===== config.mk =====
export PLATFORM = sky130hd
export DESIGN_NAME = ram_arb2
export DESIGN_NICKNAME = d
export VERILOG_FILES = /design/src/rtl/ram_arb2.sv
export SDC_FILE = /design/constraint.sdc
export NUM_CORES = 1
export LEC_CHECK = 0
export ABC_AREA = 0
export CAP_MARGIN = 10
export CORE_AREA = 2 2 132 134
export DETAILED_ROUTE_END_ITERATION = 8
export DIE_AREA = 0 0 134 136
export GPL_TIMING_DRIVEN = 0
export PLACE_DENSITY = 0.63
export SETUP_SLACK_MARGIN = 0.4
export SKIP_CTS_REPAIR_TIMING = 1
export SLEW_MARGIN = 20
export SYNTH_ARGS = -nofsm -noshare
export SYNTH_HDL_FRONTEND = slang
export SYNTH_SLANG_ARGS = --single-unit

===== constraint.sdc =====
create_clock -name clk -period 2.48 [get_ports clk]
set_clock_uncertainty 0.2 [all_clocks]
set_input_delay 0.496 -clock clk [delete_from_list [all_inputs] [get_ports clk]]
set_output_delay 0.496 -clock clk [all_outputs]
set_load 0.01 [all_outputs]

===== src/rtl/ram_arb2.sv =====
// Two-master round-robin arbiter onto a split read/write sram port; grant is same-cycle, read data returns 1 cycle later.
// Loser waits with req held (no queuing). Optional ownership lock enabled with `define ARB_LOCK_EN.
module ram_arb2 #(
  parameter int BUS_WIDTH  = 32,
  parameter int DATA_WIDTH = 32
) (
  input  logic                    clk,
  input  logic                    resetn,
  input  logic                    m0_req,
  input  logic                    m0_we,
  input  logic [BUS_WIDTH-1:0]    m0_addr,
  input  logic [DATA_WIDTH-1:0]   m0_wdata,
  input  logic [DATA_WIDTH/8-1:0] m0_wstrb,
  input  logic                    m0_lock,
  output logic                    m0_gnt,
  output logic                    m0_rvalid,
  output logic [DATA_WIDTH-1:0]   m0_rdata,
  input  logic                    m1_req,
  input  logic                    m1_we,
  input  logic [BUS_WIDTH-1:0]    m1_addr,
  input  logic [DATA_WIDTH-1:0]   m1_wdata,
  input  logic [DATA_WIDTH/8-1:0] m1_wstrb,
  input  logic                    m1_lock,
  output logic                    m1_gnt,
  output logic                    m1_rvalid,
  output logic [DATA_WIDTH-1:0]   m1_rdata,
  output logic [BUS_WIDTH-1:0]    s_ram_raddr,
  output logic                    s_ram_ren,
  output logic [BUS_WIDTH-1:0]    s_ram_waddr,
  output logic [DATA_WIDTH-1:0]   s_ram_wdata,
  output logic [DATA_WIDTH/8-1:0] s_ram_wen,
  input  logic [DATA_WIDTH-1:0]   s_ram_rdata
);

  logic last_owner_q, last_owner_d;
  logic rd_pend_q, rd_pend_d;
  logic rd_owner_q, rd_owner_d;
  logic elig0, elig1;
  logic any_gnt, sel, sel_we;

`ifdef ARB_LOCK_EN
  logic lock_vld_q, lock_vld_d;
  logic lock_owner_q, lock_owner_d;
`else
  logic unused_lock;
  assign unused_lock = m0_lock | m1_lock;
`endif

  always_comb begin
    elig0 = m0_req;
    elig1 = m1_req;
`ifdef ARB_LOCK_EN
    if (lock_vld_q) begin
      elig0 = m0_req && !lock_owner_q;
      elig1 = m1_req && lock_owner_q;
    end
`endif
    m0_gnt = 1'b0;
    m1_gnt = 1'b0;
    // Grants are forced low while reset is held so nothing reaches the sram.
    if (resetn) begin
      if (elig0 && elig1) begin
        m0_gnt = last_owner_q;
        m1_gnt = !last_owner_q;
      end else begin
        m0_gnt = elig0;
        m1_gnt = elig1;
      end
    end
    any_gnt = m0_gnt | m1_gnt;
    sel     = m1_gnt;
    sel_we  = sel ? m1_we : m0_we;

    s_ram_ren   = 1'b0;
    s_ram_raddr = '0;
    s_ram_wen   = '0;
    s_ram_waddr = '0;
    s_ram_wdata = '0;
    if (any_gnt) begin
      if (sel_we) begin
        s_ram_wen   = sel ? m1_wstrb : m0_wstrb;
        s_ram_waddr = sel ? m1_addr  : m0_addr;
        s_ram_wdata = sel ? m1_wdata : m0_wdata;
      end else begin
        s_ram_ren   = 1'b1;
        s_ram_raddr = sel ? m1_addr : m0_addr;
      end
    end

    last_owner_d = any_gnt ? sel : last_owner_q;
    rd_pend_d    = any_gnt && !sel_we;
    rd_owner_d   = (any_gnt && !sel_we) ? sel : rd_owner_q;
`ifdef ARB_LOCK_EN
    lock_vld_d   = lock_vld_q;
    lock_owner_d = lock_owner_q;
    if (any_gnt) begin
      lock_vld_d   = sel ? m1_lock : m0_lock;
      lock_owner_d = sel;
    end
`endif
  end

  always_ff @(posedge clk or negedge resetn) begin
    if (!resetn) begin
      last_owner_q <= 1'b1;
      rd_pend_q    <= 1'b0;
      rd_owner_q   <= 1'b0;
    end else begin
      last_owner_q <= last_owner_d;
      rd_pend_q    <= rd_pend_d;
      rd_owner_q   <= rd_owner_d;
    end
  end

`ifdef ARB_LOCK_EN
  always_ff @(posedge clk or negedge resetn) begin
    if (!resetn) begin
      lock_vld_q   <= 1'b0;
      lock_owner_q <= 1'b0;
    end else begin
      lock_vld_q   <= lock_vld_d;
      lock_owner_q <= lock_owner_d;
    end
  end
`endif

  assign m0_rvalid = rd_pend_q && !rd_owner_q;
  assign m1_rvalid = rd_pend_q && rd_owner_q;
  assign m0_rdata  = m0_rvalid ? s_ram_rdata : '0;
  assign m1_rdata  = m1_rvalid ? s_ram_rdata : '0;

endmodule

# Yosys cells after proc, flatten, opt, wreduce, memory -nomap -nowiden
# Cells that the tools add are included.
word_totals:
  regBits: 3
  inputBits: 176
  wordCells: 31
  output_inout_bits: 169
classes:
  n_reduce_logical: 7
  bitwise_logic: 1
  muxes: 20
op_table:
  columns: ["op", "n"]
  rows:
  - ["2-to-1 mux 32 bit", 10]
  - ["2-to-1 mux 4 bit", 3]
  - ["2-to-1 mux 1 bit", 7]
  - ["logical AND 1 bit", 4]
  - ["zero test 1 bit", 3]
  - ["bitwise OR 1 bit", 1]

# Logic depth before layout (Yosys ltp)
# Gate-level depths: netlist of run 1.
logic_depth:
  depth_word: 6
  mapped_depth: 7
  ltp_nobuf: 3

# Worst setup path after synthesis of run 1
# OpenSTA, ideal clock, no wires.
synth_path:
  kind: "input port to output port"
  from: "in resetn"
  to: "out s_ram_raddr[0]"
  path_buffers: 4
  path_stages: 7
  setup_slack_ps: 177
  t_arrival_ps: 1607
  required_ps: 1784
  cell_sequence: "buf_4 -> inv_2 -> buf_6 -> or3_1 -> buf_2 -> buf_6 -> a22oi_2"
synth_between:
  elab_chain_len: 4
  elab_cells_between_ends: 7
  classes_between: "mux: 6; bitwise: 1"
synth_lines:
  columns: ["element", "line_no", "text"]
  rows:
  - ["from (decl)", "8", "input logic resetn,"]
  - ["2-to-1 mux 1 bit", "61", "if (resetn) begin"]
  - ["2-to-1 mux 32 bit / 2-to-1 mux 1 bit (equally long branches)", "86, 72", null]
  - ["2-to-1 mux 32 bit", "80", "if (sel_we) begin"]
  - ["2-to-1 mux 32 bit (*)", "79", "if (any_gnt) begin"]
  - ["to (decl)", "27", "output logic [BUS_WIDTH-1:0] s_ram_raddr,"]
# Every way passes the cells marked *; elsewhere a longest branch is shown, timed or not.

# Worst setup path in the final report of run 1
layout_path:
  from: "reg last_owner_q"
  to: "out s_ram_raddr[22]"
layout_between:
  elab_chain_len: 6
  elab_cells_between_ends: 10
  classes_between: "mux: 8; bitwise: 1; reduce/logical: 1"
layout_lines:
  columns: ["element", "line_no", "text"]
  rows:
  - ["from (decl)", "35", "logic last_owner_q, last_owner_d;"]
  - ["from (signal assigned)", "109", "last_owner_q <= last_owner_d;"]
  - ["zero test 1 bit", "64", "m1_gnt = !last_owner_q;"]
  - ["2-to-1 mux 1 bit", "62", "if (elig0 && elig1) begin"]
  - ["2-to-1 mux 1 bit", "61", null]
  - ["2-to-1 mux 32 bit / 2-to-1 mux 1 bit (equally long branches)", "86, 72", null]
  - ["2-to-1 mux 32 bit", "80", null]
  - ["2-to-1 mux 32 bit (*)", "79", null]
# Marks and branches as above.

==> reports/qor.txt, run 1 <==
Status = finished with violations
Failing checks = negative setup slack
Leakage dissipation = 3.84 nW
Die H = 136 um
Layout area overhead = 204%
GRT Total Usage = 0.181
# clock sinks = 3
Number of library cell types mapped by synthesis = 23
Top Layer Used = met5
GR Overflow Total = 0
Most used cell, CP = buf_12
F_max = 377 MHz
DP Worst Slack = -1.36 ns
Total wire length = 19300 um
Clk pwr share = 0.141
Final hold violation count = 0
Initial core utilization = 0.145
Routed WL per cell = 19.5 um
Critical Path Max Stage Delay = 0.42 ns
Commonest non-fill, non-tap cell in the layout = clkdlybuf4s50_1
Synth Instances = 380
Final Wtd Congestion = 0.841
DRT Pass-1 Iters = 4
Pin count of the biggest net entering global routing = 11
Synth top area share = 0.209
Metal3 WL = 1560 um
Die W = 134 um
Syn Nets = 556
PortBufs = 342
Worst path arrival time = 1.96 ns
Die Outline Area = 18200 um2
DR vias/cell = 4.78
Worst skew pair latency = 0.22 ns
Nets = 942
Final WS setup = -0.174 ns
Vias in the first global route = 4462
1st-iter DRT viols = 173
Mean Syn Cell Area = 6.42 um2
First-pass GRT wire length = 25900 um
Proportion of layout cells with a drive suffix above 1 = 0.484
Synth area leader = a211oi_1
Cell area power density = 248 nW/um2
Multi-input gate area = 2720 um2
CTS tree = done
M1 WL = 7420 um
Critical-path maximum fanout = 5
Combinational Power Share = 0.818
CP Cell Sequence = a21bo_4 > or3_4 > buf_12 > buf_12 > a22oi_2 > buf_2
VDD IR-drop max = 0.000129 V
DRC errors left = 0
Post-synthesis sequential area ratio = 0.0313
Tcrit/Tclk final = 1.07
Crit path kind = flop to output pin
Switch share = 0.411
Worst EP required = 1.78 ns
Crit start category = flop
Bufs on Longest Clock Path = 2
Placed instance area = 6590 um2
Initial antenna violation count = 1
Max_slew headroom = 0.582
Seq cells post-synth = 3
Register area = 78.8 um2
Power, Total = 1.84 mW
Synth Warn # = 0
Top cells by area, synth = a211oi_1 (21%), a22oi_2 (15%), nand3_1 (14%)
Final instance area = 7410 um2
Mapped cell area = 2440 um2
Commonest non-fill, non-tap cells in the layout = clkdlybuf4s50_1 (168), buf_2 (86), a211oi_2 (66)
Setup TNS = -5.70 ns
Fill cells = 1706
CP endpoint kind = output pin
Dpl hpwl = 14400 um
Placeable core region = 16900 um2
Worst path slowest cell = or3_4
Met2 WL = 10100 um
Htree depth = 1
Slew Limit Fails = 0
Sw Pwr = 755 uW
Min Tclk post-route = 2.65 ns
ANT cells = 0
Worst Tran Pin Value = 0.627 ns
Max-cap violations = 0
Final ANT Viol Nets = 0
Cell Int Power = 1.08 mW
CTS root buffer = clkbuf_16
Cts bufs inserted = 3
Reg clk slew, reported paths = 0.03 ns
Hold Path Class = input pin to async pin
# setup viols final = 75
Flop pwr share = 0.041
Std cell rows = 48
Vias post-DR = 4731
I/O pins = 345
RSZ-0062 raised after global routing = true
[critical path, delay by kind of cell, from the launching register on]
| kind | cells | cell delay [ns] |
|---|---|---|
| simple gates | 1 | 0.42 |
| buf+inv | 3 | 0.46 |
| compound gates | 2 | 0.46 |
| flops | 1 | 0.38 |
[final timing paths]
path	startpoint	end	slack [ns]	cells after the start
max reg2reg	last_owner_q	rd_pend_q	0.75	5
min reg2reg	last_owner_q	last_owner_q	0.39	1
min	resetn	last_owner_q	0.001	1
max	last_owner_q	s_ram_raddr[22]	-0.17	6
min in group clk	last_owner_q	last_owner_q	0.39	1
max in group asynchronous	resetn	rd_pend_q	1.52	2
[Yosys cell counts]
cell type and n:
dfstp_2 1, a2bb2oi_2 1, and2_1 33, a22oi_2 29
clkbuf_1 44, a22o_1 1, a22oi_1 3, and3_1 32
nand3_1 68, a211oi_1 68, buf_4 1, buf_6 4
nor2_1 2, inv_2 1, or3_1 2, buf_2 12
dfrtp_1 2, a21boi_2 1, o21ai_1 1, nor2b_1 2
a21bo_2 2, o21ai_0 67, nand2_1 3
[final cells by class]
| class | count | area share |
|---|---|---|
| Buffer | 61 | 0.0903 |
| Sequential cell | 3 | 0.0106 |
| Tap cell | 225 | 0.0380 |
| Timing Repair Buffer | 381 | 0.483 |
| Clock buffer | 4 | 0.0106 |
| Inverter | 1 | 0.00118 |
| Multi-Input combinational cell | 315 | 0.367 |
[cell families after synthesis]
kind of cell / share of synthesized area
flops: 0.0313
compound gates: 0.529
buf+inv: 0.115
simple gates: 0.324
[power by group through the flow]
stage | logic [mW] | clock network (mW) | registers (mW)
6_report | 1.50 | 0.259 | 0.0751
5_1_grt | 1.60 | 0.267 | 0.0767
3_3_place_gp | 1.26 | 0 | 0.0777
4_1_cts | 1.26 | 0.258 | 0.0789
2_1_floorplan | 0.561 | 0 | 0.0709
3_5_place_dp | 1.26 | 0 | 0.0789
[state kept, by name (all words and copies together) (netlist names)]
name,flops
last_owner_q,1
rd_owner_q,1
rd_pend_q,1
[stage by stage]
stage | utilization | hold WS [ns] | std cells
floorplan | - | 0.000409 | 380
finish | 0.439 | 0.00108 | 990
global placement | 0.391 | 0.387 | 947
global route | 0.439 | 0.00124 | 990
detailed placement | 0.391 | 0.394 | 947
CTS | 0.395 | 0.320 | 951
[metal layers]
| layer | GRT usage | up-vias |
|---|---|---|
| met5 | 0 | - |
| met4 | 0.0301 | 2 |
| met3 | 0.0541 | 18 |
| met2 | 0.341 | 220 |
| met1 | 0.204 | 2247 |
| li1 | - | 2244 |
(Power assumes the default switching activity.)
==> inputs of run 2 (changes only) <==
- clock period: 2.48 -> 2.6 ns (I/O delays scaled with it)
==> run 2 against run 1 <==
Against the previous run:
- the run still ends with negative setup slack left
- cell area decreased by 3.8%
- global-route usage increased by 1.2 points
- power decreased by 10%
- sequential share of layout area about the same
- setup slack improved by 0.096 ns
- hold slack improved by 0.032 ns
- critical path type unchanged
- largest power group unchanged
==> reports/qor.txt, run 2 (synthesis results as in run 1) <==
Status = finished with violations
Switch share = 0.408
Die W = 134 um
Worst Tran Pin Value = 0.360 ns
# setup viols final = 31
First-pass GRT wire length = 27200 um
Die Outline Area = 18200 um2
Clk pwr share = 0.149
Initial antenna violation count = 2
Routed WL per cell = 19.7 um
Worst path arrival time = 1.96 ns
Crit path kind = flop to output pin
1st-iter DRT viols = 111
Failing checks = negative setup slack
Worst r2r src = last_owner_q
Critical-path maximum fanout = 10
CTS tree = done
Power, Total = 1.64 mW
Crit start category = flop
DRC errors left = 0
Min Hold Slack = 0.0330 ns
VDD IR-drop max = 0.000178 V
Nets = 932
Worst EP required = 1.88 ns
I/O pins = 345
Met2 WL = 10200 um
Critical Path Source = last_owner_q
Max_slew headroom = 0.758
CP Capture Point = s_ram_raddr[0]
Bufs on Longest Clock Path = 2
Dpl hpwl = 15600 um
Hold Path Class = input pin to async pin
Final ANT Viol Nets = 0
Path depth of the worst reg2reg path = 5
RR Endpoint = rd_pend_q
Worst skew pair latency = 0.22 ns
Vias post-DR = 4624
Sw Pwr = 671 uW
Tcrit/Tclk final = 1.03
Max-cap violations = 0
Reg clk slew, reported paths = 0.03 ns
Min Tclk post-route = 2.68 ns
Flop pwr share = 0.045
Cts bufs inserted = 3
Final Wtd Congestion = 0.825
Proportion of layout cells with a drive suffix above 1 = 0.400
Layout area overhead = 192%
Total wire length = 19300 um
Cell area power density = 231 nW/um2
F_max = 373 MHz
Biggest regs = last_owner_q (1), rd_owner_q (1), rd_pend_q (1)
Metal3 WL = 1540 um
Commonest non-fill, non-tap cells in the layout = clkdlybuf4s50_1 (168), buf_2 (80), dlymetal6s2s_1 (80)
Setup TNS = -1.11 ns
DRT Pass-1 Iters = 4
Leakage dissipation = 4.14 nW
Slew Limit Fails = 0
DR vias/cell = 4.71
Cell Int Power = 973 uW
Commonest non-fill, non-tap cell in the layout = clkdlybuf4s50_1
Pin count of the biggest net entering global routing = 11
Die H = 136 um
Final hold violation count = 0
GRT Total Usage = 0.193
# clock sinks = 3
R2r setup slk = 0.88 ns
Vias in the first global route = 4625
PortBufs = 342
CP endpoint kind = output pin
Initial core utilization = 0.145
Combinational Power Share = 0.806
CTS root buffer = clkbuf_16
Top Layer Used = met4
Std cell rows = 48
RSZ-0062 raised after global routing = true
Htree depth = 1
M1 WL = 7390 um
Final WS setup = -0.0787 ns
Placeable core region = 16900 um2
GR Overflow Total = 0
## run 2: cell types whose count changed in the layout (fill, tap and decap cells not counted), sizes merged
| cell | before | now |
|---|---|---|
| clkbuf | 66 | 38 |
| diode | 0 | 2 |
| buf | 158 | 149 |
| dlymetal6s2s | 53 | 80 |
## run 2: stage by stage
step | utilization | instances | area (um2) | setup slack, ns
final | 0.422 | 982 | 7130 | -0.0787
after CTS | 0.390 | 951 | 6590 | -1.36
after global placement | 0.386 | 947 | 6510 | -1.37
after detailed placement | 0.386 | 947 | 6510 | -1.35
after floorplan | - | 380 | 2810 | 0.249
after global routing | 0.422 | 982 | 7130 | -0.130
## run 2: routing by layer
metal / track usage / up-vias
met2: 0.370 / 223
li1: - / 2221
met4: 0.0278 / 0
met5: 0 / -
met3: 0.0470 / 12
met1: 0.218 / 2168
## run 2: power groups by stage
stage               Clock (mW)  Sequential, mW  Combinational [mW]
global placement             0          0.0732                1.17
global route             0.261          0.0753                1.42
floorplan                    0          0.0671               0.512
CTS                      0.250          0.0727                1.18
detailed placement           0          0.0728                1.18
finish                   0.245          0.0733                1.33
## run 2: worst min path at each step
| stage | startpoint | end | slack, ns | depth (start not counted) |
|---|---|---|---|---|
| 3_3_place_gp | last_owner_q | last_owner_q | 0.38 | 1 |
| 2_1_floorplan | resetn | rd_owner_q | 0.02 | 0 |
| 4_1_cts | resetn | rd_owner_q | 0.34 | 1 |
| 6_report | resetn | last_owner_q | 0.03 | 1 |
| 3_5_place_dp | last_owner_q | last_owner_q | 0.39 | 1 |
| 5_1_grt | resetn | last_owner_q | 0.03 | 1 |
## run 2: critical path, cell delays in order (launching register included)
cell and delay (ns):
dfstp_2 0.40, a21bo_4 0.27, or3_4 0.41, buf_12 0.16, buf_12 0.15, a22oi_2 0.18, buf_2 0.17
## run 2: area by class of cell
cell class / count / area [um2]
Inverter: 1 / 6.26
Clock buffer: 4 / 78.8
Multi-Input combinational cell: 315 / 2520
Timing Repair Buffer: 372 / 3500
Antenna cell: 2 / 5.00
Sequential cell: 3 / 78.8
Tap cell: 225 / 282
Buffer: 60 / 662
Fill cell: 1736 / 9750
